<file path="config.mk">
export PLATFORM = sky130hd
export DESIGN_NAME = uart_transmitter_flat
export DESIGN_NICKNAME = d
export VERILOG_FILES = /design/src/rtl/uart_transmitter_if.sv /design/src/rtl/uart_transmitter.sv /design/src/flat_wrapper.sv
export SDC_FILE = /design/constraint.sdc
export NUM_CORES = 1
export LEC_CHECK = 0
export ABC_AREA = 1
export CORE_UTILIZATION = 55
export DETAILED_ROUTE_END_ITERATION = 12
export PLACE_DENSITY = 0.82
export SETUP_SLACK_MARGIN = 0.3
export SLEW_MARGIN = 0
export SYNTH_ARGS = -nofsm -noshare
export SYNTH_HDL_FRONTEND = slang
export SYNTH_SLANG_ARGS = --single-unit
</file>
<file path="constraint.sdc">
create_clock -name clk -period 1.82 [get_ports clk]
set_input_delay 0.546 -clock clk [delete_from_list [all_inputs] [get_ports clk]]
set_output_delay 0.546 -clock clk [all_outputs]
set_load 0.05 [all_outputs]
</file>
<file path="src/rtl/uart_transmitter_if.sv">
// Byte/handshake bundle between the UART receiver (master) and transmitter (slave).
interface uart_transmitter_if;
    logic       ENABLE;
    logic       CONECT_PRIZNAC;
    logic [7:0] word_receiver;
    logic       TX;
    logic       BUSY;
    logic       priznak_end_transmitter;

    modport master (
        output ENABLE,
        output CONECT_PRIZNAC,
        output word_receiver,
        input  TX,
        input  BUSY,
        input  priznak_end_transmitter
    );

    modport slave (
        input  ENABLE,
        input  CONECT_PRIZNAC,
        input  word_receiver,
        output TX,
        output BUSY,
        output priznak_end_transmitter
    );
endinterface

</file>
<file path="src/rtl/uart_transmitter.sv">
// 8N1 UART transmitter paced by the receiver's ENABLE strobe, with a
// level handshake (CONECT_PRIZNAC / priznak_end_transmitter) per byte.
module uart_transmitter #(
    parameter int unsigned OVERSAMPLE = 5,
    parameter int unsigned STOP_BITS  = 1
) (
    input  logic                clk,
    input  logic                res,
    uart_transmitter_if.slave   tx_if
);

    localparam int unsigned TICK_W   = (OVERSAMPLE > 1) ? $clog2(OVERSAMPLE) : 1;
    localparam int unsigned STOP_LEN = STOP_BITS * OVERSAMPLE;
    localparam int unsigned STOP_W   = (STOP_LEN > 1) ? $clog2(STOP_LEN) : 1;
    localparam logic [TICK_W-1:0] TICK_LAST = TICK_W'(OVERSAMPLE - 1);
    localparam logic [STOP_W-1:0] STOP_LAST = STOP_W'(STOP_LEN - 1);

    typedef enum logic [2:0] {
        S_IDLE,
        S_START,
        S_DATA,
        S_STOP,
        S_DONE
    } state_e;

    state_e              state_q;
    logic [7:0]          shift_q;
    logic [TICK_W-1:0]   tick_q;
    logic [2:0]          bit_q;
    logic [STOP_W-1:0]   stop_q;
    logic                tx_q;
    logic                busy_q;
    logic                end_q;

    // Frame sequencer; TX/BUSY/end flag are updated on the same edge as the state they describe.
    always_ff @(posedge clk or negedge res) begin
        if (!res) begin
            state_q <= S_IDLE;
            shift_q <= 8'h00;
            tick_q  <= '0;
            bit_q   <= 3'd0;
            stop_q  <= '0;
            tx_q    <= 1'b1;
            busy_q  <= 1'b0;
            end_q   <= 1'b0;
        end else begin
            unique case (state_q)
                S_IDLE: begin
                    tx_q <= 1'b1;
                    if (tx_if.CONECT_PRIZNAC) begin
                        shift_q <= tx_if.word_receiver;
                        tick_q  <= '0;
                        bit_q   <= 3'd0;
                        stop_q  <= '0;
                        tx_q    <= 1'b0;
                        busy_q  <= 1'b1;
                        state_q <= S_START;
                    end
                end

                S_START: begin
                    if (tx_if.ENABLE) begin
                        if (tick_q == TICK_LAST) begin
                            tick_q  <= '0;
                            tx_q    <= shift_q[0];
                            state_q <= S_DATA;
                        end else begin
                            tick_q <= tick_q + TICK_W'(1);
                        end
                    end
                end

                S_DATA: begin
                    if (tx_if.ENABLE) begin
                        if (tick_q == TICK_LAST) begin
                            tick_q  <= '0;
                            shift_q <= {1'b0, shift_q[7:1]};
                            bit_q   <= bit_q + 3'd1;
                            if (bit_q == 3'd7) begin
                                tx_q    <= 1'b1;
                                state_q <= S_STOP;
                            end else begin
                                tx_q <= shift_q[1];
                            end
                        end else begin
                            tick_q <= tick_q + TICK_W'(1);
                        end
                    end
                end

                S_STOP: begin
                    tx_q <= 1'b1;
                    if (tx_if.ENABLE) begin
                        if (stop_q == STOP_LAST) begin
                            stop_q  <= '0;
                            end_q   <= 1'b1;
                            state_q <= S_DONE;
                        end else begin
                            stop_q <= stop_q + STOP_W'(1);
                        end
                    end
                end

                S_DONE: begin
                    tx_q <= 1'b1;
                    // Wait for the receiver to withdraw its flag so a held flag never retransmits.
                    if (!tx_if.CONECT_PRIZNAC) begin
                        end_q   <= 1'b0;
                        busy_q  <= 1'b0;
                        state_q <= S_IDLE;
                    end
                end

                default: begin
                    tx_q    <= 1'b1;
                    busy_q  <= 1'b0;
                    end_q   <= 1'b0;
                    state_q <= S_IDLE;
                end
            endcase
        end
    end

    assign tx_if.TX                      = tx_q;
    assign tx_if.BUSY                    = busy_q;
    assign tx_if.priznak_end_transmitter = end_q;

endmodule
</file>
<file path="src/flat_wrapper.sv">
// flat-port wrapper written by rule: the top's interface ports become plain ports
module uart_transmitter_flat 
#(
    parameter int unsigned OVERSAMPLE = 5,
    parameter int unsigned STOP_BITS  = 1
)
  (clk, res, tx_if_ENABLE, tx_if_CONECT_PRIZNAC, tx_if_word_receiver, tx_if_TX, tx_if_BUSY, tx_if_priznak_end_transmitter);
  uart_transmitter_if tx_if_i ();
  input  logic clk;
  input  logic res;
  input wire logic [$bits(tx_if_i.ENABLE)-1:0] tx_if_ENABLE;
  input wire logic [$bits(tx_if_i.CONECT_PRIZNAC)-1:0] tx_if_CONECT_PRIZNAC;
  input wire logic [$bits(tx_if_i.word_receiver)-1:0] tx_if_word_receiver;
  output wire logic [$bits(tx_if_i.TX)-1:0] tx_if_TX;
  output wire logic [$bits(tx_if_i.BUSY)-1:0] tx_if_BUSY;
  output wire logic [$bits(tx_if_i.priznak_end_transmitter)-1:0] tx_if_priznak_end_transmitter;
  assign tx_if_i.ENABLE = tx_if_ENABLE;
  assign tx_if_i.CONECT_PRIZNAC = tx_if_CONECT_PRIZNAC;
  assign tx_if_i.word_receiver = tx_if_word_receiver;
  assign tx_if_TX = tx_if_i.TX;
  assign tx_if_BUSY = tx_if_i.BUSY;
  assign tx_if_priznak_end_transmitter = tx_if_i.priznak_end_transmitter;
  uart_transmitter #(.OVERSAMPLE(OVERSAMPLE), .STOP_BITS(STOP_BITS)) u_core (.clk(clk), .res(res), .tx_if(tx_if_i));
endmodule
</file>
## Yosys cells after proc, flatten, opt, wreduce, memory -nomap -nowiden

Cells that the tools add are included.

- Logic and storage cells: 81
- Bits of input ports: 12
- Register bits: 23
- Output and inout port bits: 3

- Bitwise operators: 2
- Add/subtract/negate cells: 3
- Reductions and logical operators: 14
- Eq/ne operators: 17
- Mux-type cells: 37

Operators with widths:

| kind | count |
|---|---|
| 3-bit 2-to-1 mux | 16 |
| 8-bit 2-to-1 mux | 3 |
| 3-bit case mux with 2 select lines | 3 |
| 8-bit case mux with 2 select lines | 1 |
| 3-bit case mux with 5 select lines | 1 |
| 3-bit equality test, second input constant | 4 |
| 4-bit AND reduction | 3 |
| 1-bit 2-to-1 mux | 10 |
| 2-bit by 1-bit inequality test with 1-bit output, second input constant | 5 |
| 2-bit inequality test, second input constant | 5 |
| 3-bit by 1-bit adder with 3-bit output, second input constant | 3 |
| 1-bit case mux with 3 select lines | 3 |
| 3-bit AND reduction | 3 |
| 9-bit AND reduction | 1 |
| 3-bit by 2-bit equality test with 1-bit output, second input constant | 2 |
| 2-bit nonzero test | 3 |
| 3-bit OR reduction | 2 |
| 3-bit by 1-bit equality test with 1-bit output, second input constant | 1 |
| 3-bit zero test | 1 |
| 1-bit NOT | 2 |
| 2-bit OR reduction | 1 |

## Logic depth before layout (Yosys ltp)

Gate-level depths: netlist (run 1).

- Word-level depth: 5
- Mapped depth: 9
- Depth with buffers taken out: 9

## Worst setup path after synthesis (run 1)

OpenSTA, ideal clock, no wires.

- Path kind: reg2reg
- Start point: register u_core.tick_q[0]
- End point: register u_core.shift_q[2]
- Stages on the path, launching flop included: 10
- Data required time: 1746 ps
- Arrival time: 1281 ps
- Path slack: 465 ps
- Path through: dfrtp_1 -> inv_1 -> ha_1 -> nand2_1 -> nor2_1 -> nand2_2 -> nand2_4 -> buf_8 -> o211ai_2 -> o21ai_2

- Word-level cells in the longest chain between the ends: 3

RTL lines:

| item | RTL line | RTL |
|---|---|---|
| from (decl) | uart_transmitter.sv:28 | `logic [TICK_W-1:0] tick_q;` |
| from (signal assigned) | uart_transmitter.sv:68 | `tick_q <= tick_q + TICK_W'(1);` |
| from (signal assigned) | uart_transmitter.sv:86 | `tick_q <= tick_q + TICK_W'(1);` |
| 3-bit equality test | uart_transmitter.sv:75 | `if (tick_q == TICK_LAST) begin` |
| 2-bit by 1-bit inequality test with 1-bit output (no source line) | -- |  |
| 4-bit AND reduction (no source line) | -- |  |
| to (signal assigned) | uart_transmitter.sv:51 | `shift_q <= tx_if.word_receiver;` |
| to (signal assigned) | uart_transmitter.sv:77 | `shift_q <= {1'b0, shift_q[7:1]};` |
| to (decl) | uart_transmitter.sv:27 | `logic [7:0] shift_q;` |

No other way between the ends.
A chain may end at the register's enable or synchronous reset.

## Worst setup path after layout (run 1)

- Start point: register u_core.tx_q (netlist: u_core.tx_if.TX)
- End point: output tx_if_TX

RTL lines:

| item | RTL line | RTL |
|---|---|---|
| from (decl) | uart_transmitter.sv:31 | `logic tx_q;` |
| from (signal assigned) | uart_transmitter.sv:65 | `tx_q <= shift_q[0];` |
| from (signal assigned) | uart_transmitter.sv:83 | `tx_q <= shift_q[1];` |
| to (decl) | flat_wrapper.sv:14 | `output wire logic [$bits(tx_if_i.TX)-1:0] tx_if_TX;` |

No word-level cell between the ends.

==> results of run 1 <==
[power by group through the flow]
| stage | Sequential [mW] | Clock, mW | Combinational, mW |
|---|---|---|---|
| 2_1_floorplan | 0.921 | 0 | 0.967 |
| 3_3_place_gp | 0.865 | 0 | 1.31 |
| 3_5_place_dp | 0.880 | 0 | 1.37 |
| 4_1_cts | 0.879 | 0.240 | 1.41 |
| 5_1_grt | 0.893 | 0.258 | 1.69 |
| 6_report | 0.867 | 0.233 | 1.51 |
[stage by stage]
step                      setup slack [ns]  power (mW)  setup TNS, ns   util
after floorplan                      0.465        1.89              0      -
after global placement             -0.0491        2.17         -0.290  0.689
after detailed placement            -0.112        2.25         -0.895  0.689
after CTS                            0.245        2.53              0  0.712
after global routing                 0.220        2.84              0  0.735
final                                0.257        2.61              0  0.735
[cells in the final DEF, fill, tap and decap left out, types with 3 or more instances in the layout]
cell type and instances:
dfrtp_1 19, o211ai_1 3, nand3_2 3, dfrtp_2 3
o21ai_2 3, inv_2 4, a21oi_1 4, inv_1 17
nand2_1 38, ha_1 6, o21ai_1 11, clkbuf_4 3
clkdlybuf4s50_1 9, nor2_1 3, o211ai_2 3, nand2_2 7
buf_4 14, nand3_1 10, o21ai_0 5, nor2_4 3
[synth_stat cells, drive strengths merged]
cell type,instances,share of area
a21oi,4,0.015
buf,3,0.023
dfrtp,22,0.41
dfstp,1,0.020
ha,6,0.056
inv,21,0.059
nand2,46,0.15
nand3,13,0.056
nand4,2,0.0094
nor2,8,0.042
nor3,1,0.0075
o211ai,6,0.045
o21ai,20,0.086
o21bai,2,0.011
or2,1,0.0047
xnor2,1,0.0066
[logic make-up after synthesis]
| family | synth area share |
|---|---|
| AND/OR/NAND/NOR | 0.266 |
| AO/OA/AOI/OAI | 0.157 |
| buffers and inverters | 0.0824 |
| flip-flops | 0.432 |
| adder cells (fa/ha/maj) | 0.0562 |
| XOR/XNOR | 0.00656 |
[how the worst max path moves through the flow]
| stage | endpoint | slack [ns] | cells past startpoint |
|---|---|---|---|
| 4_1_cts | tx_if_TX | 0.25 | 1 |
| 2_1_floorplan | u_core.shift_q[2]$_DFFE_PN0P_ | 0.47 | 9 |
| 3_5_place_dp | u_core.bit_q[0]$_DFFE_PN0P_ | -0.11 | 8 |
| 6_report | tx_if_TX | 0.26 | 1 |
| 5_1_grt | tx_if_TX | 0.22 | 1 |
| 3_3_place_gp | u_core.shift_q[2]$_DFFE_PN0P_ | -0.05 | 7 |
[what timing repair did]
action,4_1_cts,5_1_grt
pin swaps,1,4
gates resized for setup,6,11
setup buffers,0,3
gates cloned,1,0
endpoints found under the hold margin,0,0
setup endpoints to repair,15,20
[routing by layer]
metal  wire length, um  track usage
met5                 0            0
met4                35        0.108
met2              1340        0.419
met3               121       0.0387
met1              1230        0.275
[flip-flops by register name (all words and copies together), names as in the netlist]
register	count
u_core.stop_q	3
u_core.tick_q	3
u_core.tx_if.BUSY	1
u_core.shift_q	8
u_core.state_q	3
u_core.bit_q	3
u_core.tx_if.TX	1
u_core.tx_if.priznak_end_transmitter	1
[cell type report]
cell class	instances	area [um2]
clock buffers	4	26.3
multi-input cells	111	697
inverters	21	78.8
repair buffers	26	240
fillers	158	597
flip-flops and latches	23	581
well taps	28	35.0
==> flow_summary.toml, run 1 <==
[status]
status = "finished clean"

[grt]
gr-total-overflow = 0
grtUsageTotal = 0.236
grt_pass1_vias = 1079
antenna_found_initial = 0
grt_start_max_net_pins = 24
grt_pass1_wl_mm = 4.51

[final_layout]
fin_nets = 204
area_growth_pct = 24.1
instances_no_fill = 213
final_area_um2 = 1660
drive_gt1_frac = 0.281
num_antenna_cells = 0

[sta]
tightest_slew_ns = 0.372
max_slew_margin = 0.752
period_minus_slack_ns = 1.56
slew_violations = 0
finalSetupViolCount = 0
grt_setup_unrepaired = "yes"
final.period_utilization = 0.859
finalHoldViolCount = 0
hold_slack_ns = 0.500
fin_skew_ns = 0.00220
fmax_mhz = 640

[min_path]
holdPathEnd = "u_core.bit_q[2]$_DFFE_PN0P_"
min_from = "u_core.bit_q[2]$_DFFE_PN0P_"
min-delay-path-class = "reg2reg"
whs_path_depth = 2

[clocking]
cts_buffers = 3
cts_sinks = 23
holdBufCountCts = 0
cts_tree = "built"
clock_path_buffers = 2
clockRootBuffer = "clkbuf_4"
clk_latency_ns = 0.31
path_clk_slew_ns = 0.12
h-tree-depth = 1

[critical_path]
setup.worst_path.start = "u_core.tx_if.TX$_DFFE_PN1P_"
r2r_slack_ns = 0.37
reg2reg_depth = 9
crit_family = "flip-flops"
cp-start-kind = "register"
timing.rr.end = "u_core.bit_q[0]$_DFFE_PN0P_"
r2r_start = "u_core.tick_q[0]$_DFFE_PN0P_"
critPathRequiredTime_ns = 1.27
crit_type = "reg2out"
slowest_stage = "dfstp_2"
critPathMaxFanout = 2
cp.arrival_ns = 1.02
worst-path-buf-inv = 1
crit_path_end_kind = "output pin"
slowest_delay_ns = 0.58
path_cells = "buf_12"

[place]
dp_cells = 205
port_buffers = 14
globalplace.congestion = 0.813
post_dp_cell_area_um2 = 1550
hpwl_mm = 1.95

[detailed_routing]
drtIter0Drc = 35
wl_per_cell_um = 12.8
wirelength_mm = 2.73
drc = 0
via_per_inst = 5.45
via_count = 1161
first_pass_iters = 6
postRouteAntennaNets = 0

[power]
p_switching_mw = 1.24
vdd_drop_max_v = 0.000951
power_density_nw_per_um2 = 1580
power_leakage_nw = 0.814
seq_power_share = 0.332
pwr-share-clk = 0.089
p_int_mw = 1.38
pwr-share-comb = 0.579
swShare = 0.473

[yosys]
ys_seq_area_frac = 0.432
syn_area_per_cell_um2 = 8.51
ys_types = 28
synth-seq-cells = 23
syn_area_um2 = 1340
synth_cells = 157
yosys_warnings = 0
syn-num-nets = 175

[floorplan]
start_util = 0.593
die_h_um = 51.3
core_um2 = 2250
die_area_um2 = 2630
rows = 17
chipWidth_um = 51.3
io_pins = 15

[run]
max-cap-violations = 0
Note: power is estimated with default switching activity, not from simulation.
==> run 2, diff against run 1 <==
--- a/config.mk
+++ b/config.mk
@@ -6,7 +6,9 @@
 export NUM_CORES = 1
 export LEC_CHECK = 0
 export ABC_AREA = 1
+export ABC_CLOCK_PERIOD_IN_PS = 1820
 export CORE_UTILIZATION = 55
+export CTS_BUF_LIST = sky130_fd_sc_hd__clkbuf_16
 export DETAILED_ROUTE_END_ITERATION = 12
 export PLACE_DENSITY = 0.82
 export SETUP_SLACK_MARGIN = 0.3
==> flow_summary.toml, run 2 (synthesis results as in run 1) <==
[sta]
setup_tns_ns = 0
tightest_slew_ns = 0.343
finalHoldViolCount = 0
slew_violations = 0
final.period_utilization = 0.817
fin_skew_ns = 0.00178
period_minus_slack_ns = 1.49
fmax_mhz = 673
grt_setup_unrepaired = "no"
max_slew_margin = 0.771
finalSetupViolCount = 0

[final_layout]
top_register = "u_core.shift_q"
final_common_cell = "nand2_1"
num_antenna_cells = 0
final_area_um2 = 1730
largest_reg_flops = 8
drive_gt1_frac = 0.296
area_growth_pct = 29.1
fin_nets = 205
layout_common_cells = "nand2_1, dfrtp_1, inv_1"

[power]
power_leakage_nw = 0.835
vdd_drop_max_v = 0.00122
swShare = 0.447
pwr-share-clk = 0.160
p_switching_mw = 1.29
seq_power_share = 0.313
p_int_mw = 1.60
power_density_nw_per_um2 = 1680
pwr-share-comb = 0.527

[grt]
grtUsageTotal = 0.254
gr-total-overflow = 0
grt_pass1_vias = 1146
antenna_found_initial = 0
grt_start_max_net_pins = 24
grt_pass1_wl_mm = 4.89

[detailed_routing]
via_count = 1174
first_pass_iters = 5
wl_per_cell_um = 13.5
wirelength_mm = 2.88
via_per_inst = 5.49
drc = 0
postRouteAntennaNets = 0
drtIter0Drc = 40

[place]
post_dp_cell_area_um2 = 1550
hpwl_mm = 1.95
globalplace.congestion = 0.813
port_buffers = 14

[critical_path]
crit_type = "reg2out"
critPathMaxFanout = 2
worst-path-buf-inv = 1
crit_family = "flip-flops"
slowest_stage = "dfstp_2"
path_cells = "buf_12"
cp.arrival_ns = 0.94
crit_path_end_kind = "output pin"
cp-start-kind = "register"
slowest_delay_ns = 0.55
critPathRequiredTime_ns = 1.27

[clocking]
clk_latency_ns = 0.25
cts_buffers = 3
clockRootBuffer = "clkbuf_16"
cts_tree = "built"
clock_path_buffers = 2
path_clk_slew_ns = 0.06
cts_sinks = 23
h-tree-depth = 1

[floorplan]
chipWidth_um = 51.3
die_area_um2 = 2630
io_pins = 15
rows = 17
die_h_um = 51.3
core_um2 = 2250
start_util = 0.593

[run]
max-cap-violations = 0

[status]
status = "finished clean"

[min_path]
min-delay-path-class = "reg2reg"
-- run 2: cell count changes in the layout (fill, tap and decap cells not counted), sizes merged --
| cell | change |
|---|---|
| buf | +2 |
| dlygate4sd2 | +2 |
| dlymetal6s2s | -2 |
| clkbuf | -1 |
| inv | +1 |
| nand2 | -1 |
-- run 2: worst reg2reg max path: stages (launching register included) --
cell and delay [ns]:
dfrtp_1 0.39, inv_1 0.08, ha_1 0.16, nand2_2 0.07
nor2_4 0.12, nand2_2 0.11, nand2_4 0.14, buf_6 0.15
o211ai_2 0.09, o21ai_2 0.06
-- run 2: repair_timing --
item / CTS / global route
endpoints found under the setup margin: 19 / 14
buffers inserted: 3 / 2
hold buffers: 0 / 0
gates resized for setup: 18 / 4
pin swaps: 7 / 2
-- run 2: area by class of cell --
cell class / instances / area (um2)
clock buffers: 3 / 75.1
clock inverters: 1 / 3.75
fillers: 153 / 529
inverters: 21 / 81.3
multi-input cells: 110 / 698
flip-flops and latches: 23 / 581
well taps: 28 / 35.0
repair buffers: 28 / 251
-- run 2: final timing paths --
kind | start | end | slack, ns | depth (start not counted)
max | u_core.tx_if.TX$_DFFE_PN1P_ | tx_if_TX | 0.33 | 1
min | u_core.bit_q[1]$_DFFE_PN0P_ | u_core.bit_q[1]$_DFFE_PN0P_ | 0.49 | 2
max reg2reg | u_core.tick_q[0]$_DFFE_PN0P_ | u_core.shift_q[4]$_DFFE_PN0P_ | 0.39 | 9
min reg2reg | u_core.bit_q[1]$_DFFE_PN0P_ | u_core.bit_q[1]$_DFFE_PN0P_ | 0.49 | 2
max in group asynchronous | res | u_core.tx_if.TX$_DFFE_PN1P_ | 0.89 | 2
min in group asynchronous | res | u_core.shift_q[5]$_DFFE_PN0P_ | 0.65 | 2
-- run 2: metal layers --
| metal | up-vias | part of all wire | global-route usage |
|---|---|---|---|
| li1 | 573 | - | - |
| met5 | - | 0 | 0 |
| met3 | 6 | 0.046 | 0.0268 |
| met4 | 0 | 0.022 | 0.126 |
| met1 | 554 | 0.43 | 0.306 |
| met2 | 41 | 0.50 | 0.447 |
-- run 2: power groups by stage --
stage / clock network (mW) / registers (mW) / logic [mW]
after CTS: 0.467 / 0.891 / 1.49
after floorplan: 0 / 0.921 / 0.967
after global routing: 0.486 / 0.925 / 1.70
after global placement: 0 / 0.865 / 1.31
after detailed placement: 0 / 0.880 / 1.37
final: 0.463 / 0.903 / 1.52
-- run 2: stage by stage --
step                setup WS (ns)  utilization  cells  hold WS (ns)  power, mW
detailed placement         -0.112        0.689    205         0.473       2.25
CTS                         0.316        0.755    212         0.486       2.85
global placement          -0.0491        0.689    205         0.458       2.17
finish                      0.334        0.765    214         0.488       2.89
floorplan                   0.465            -    157         0.250       1.89
global route                0.297        0.765    214         0.496       3.11
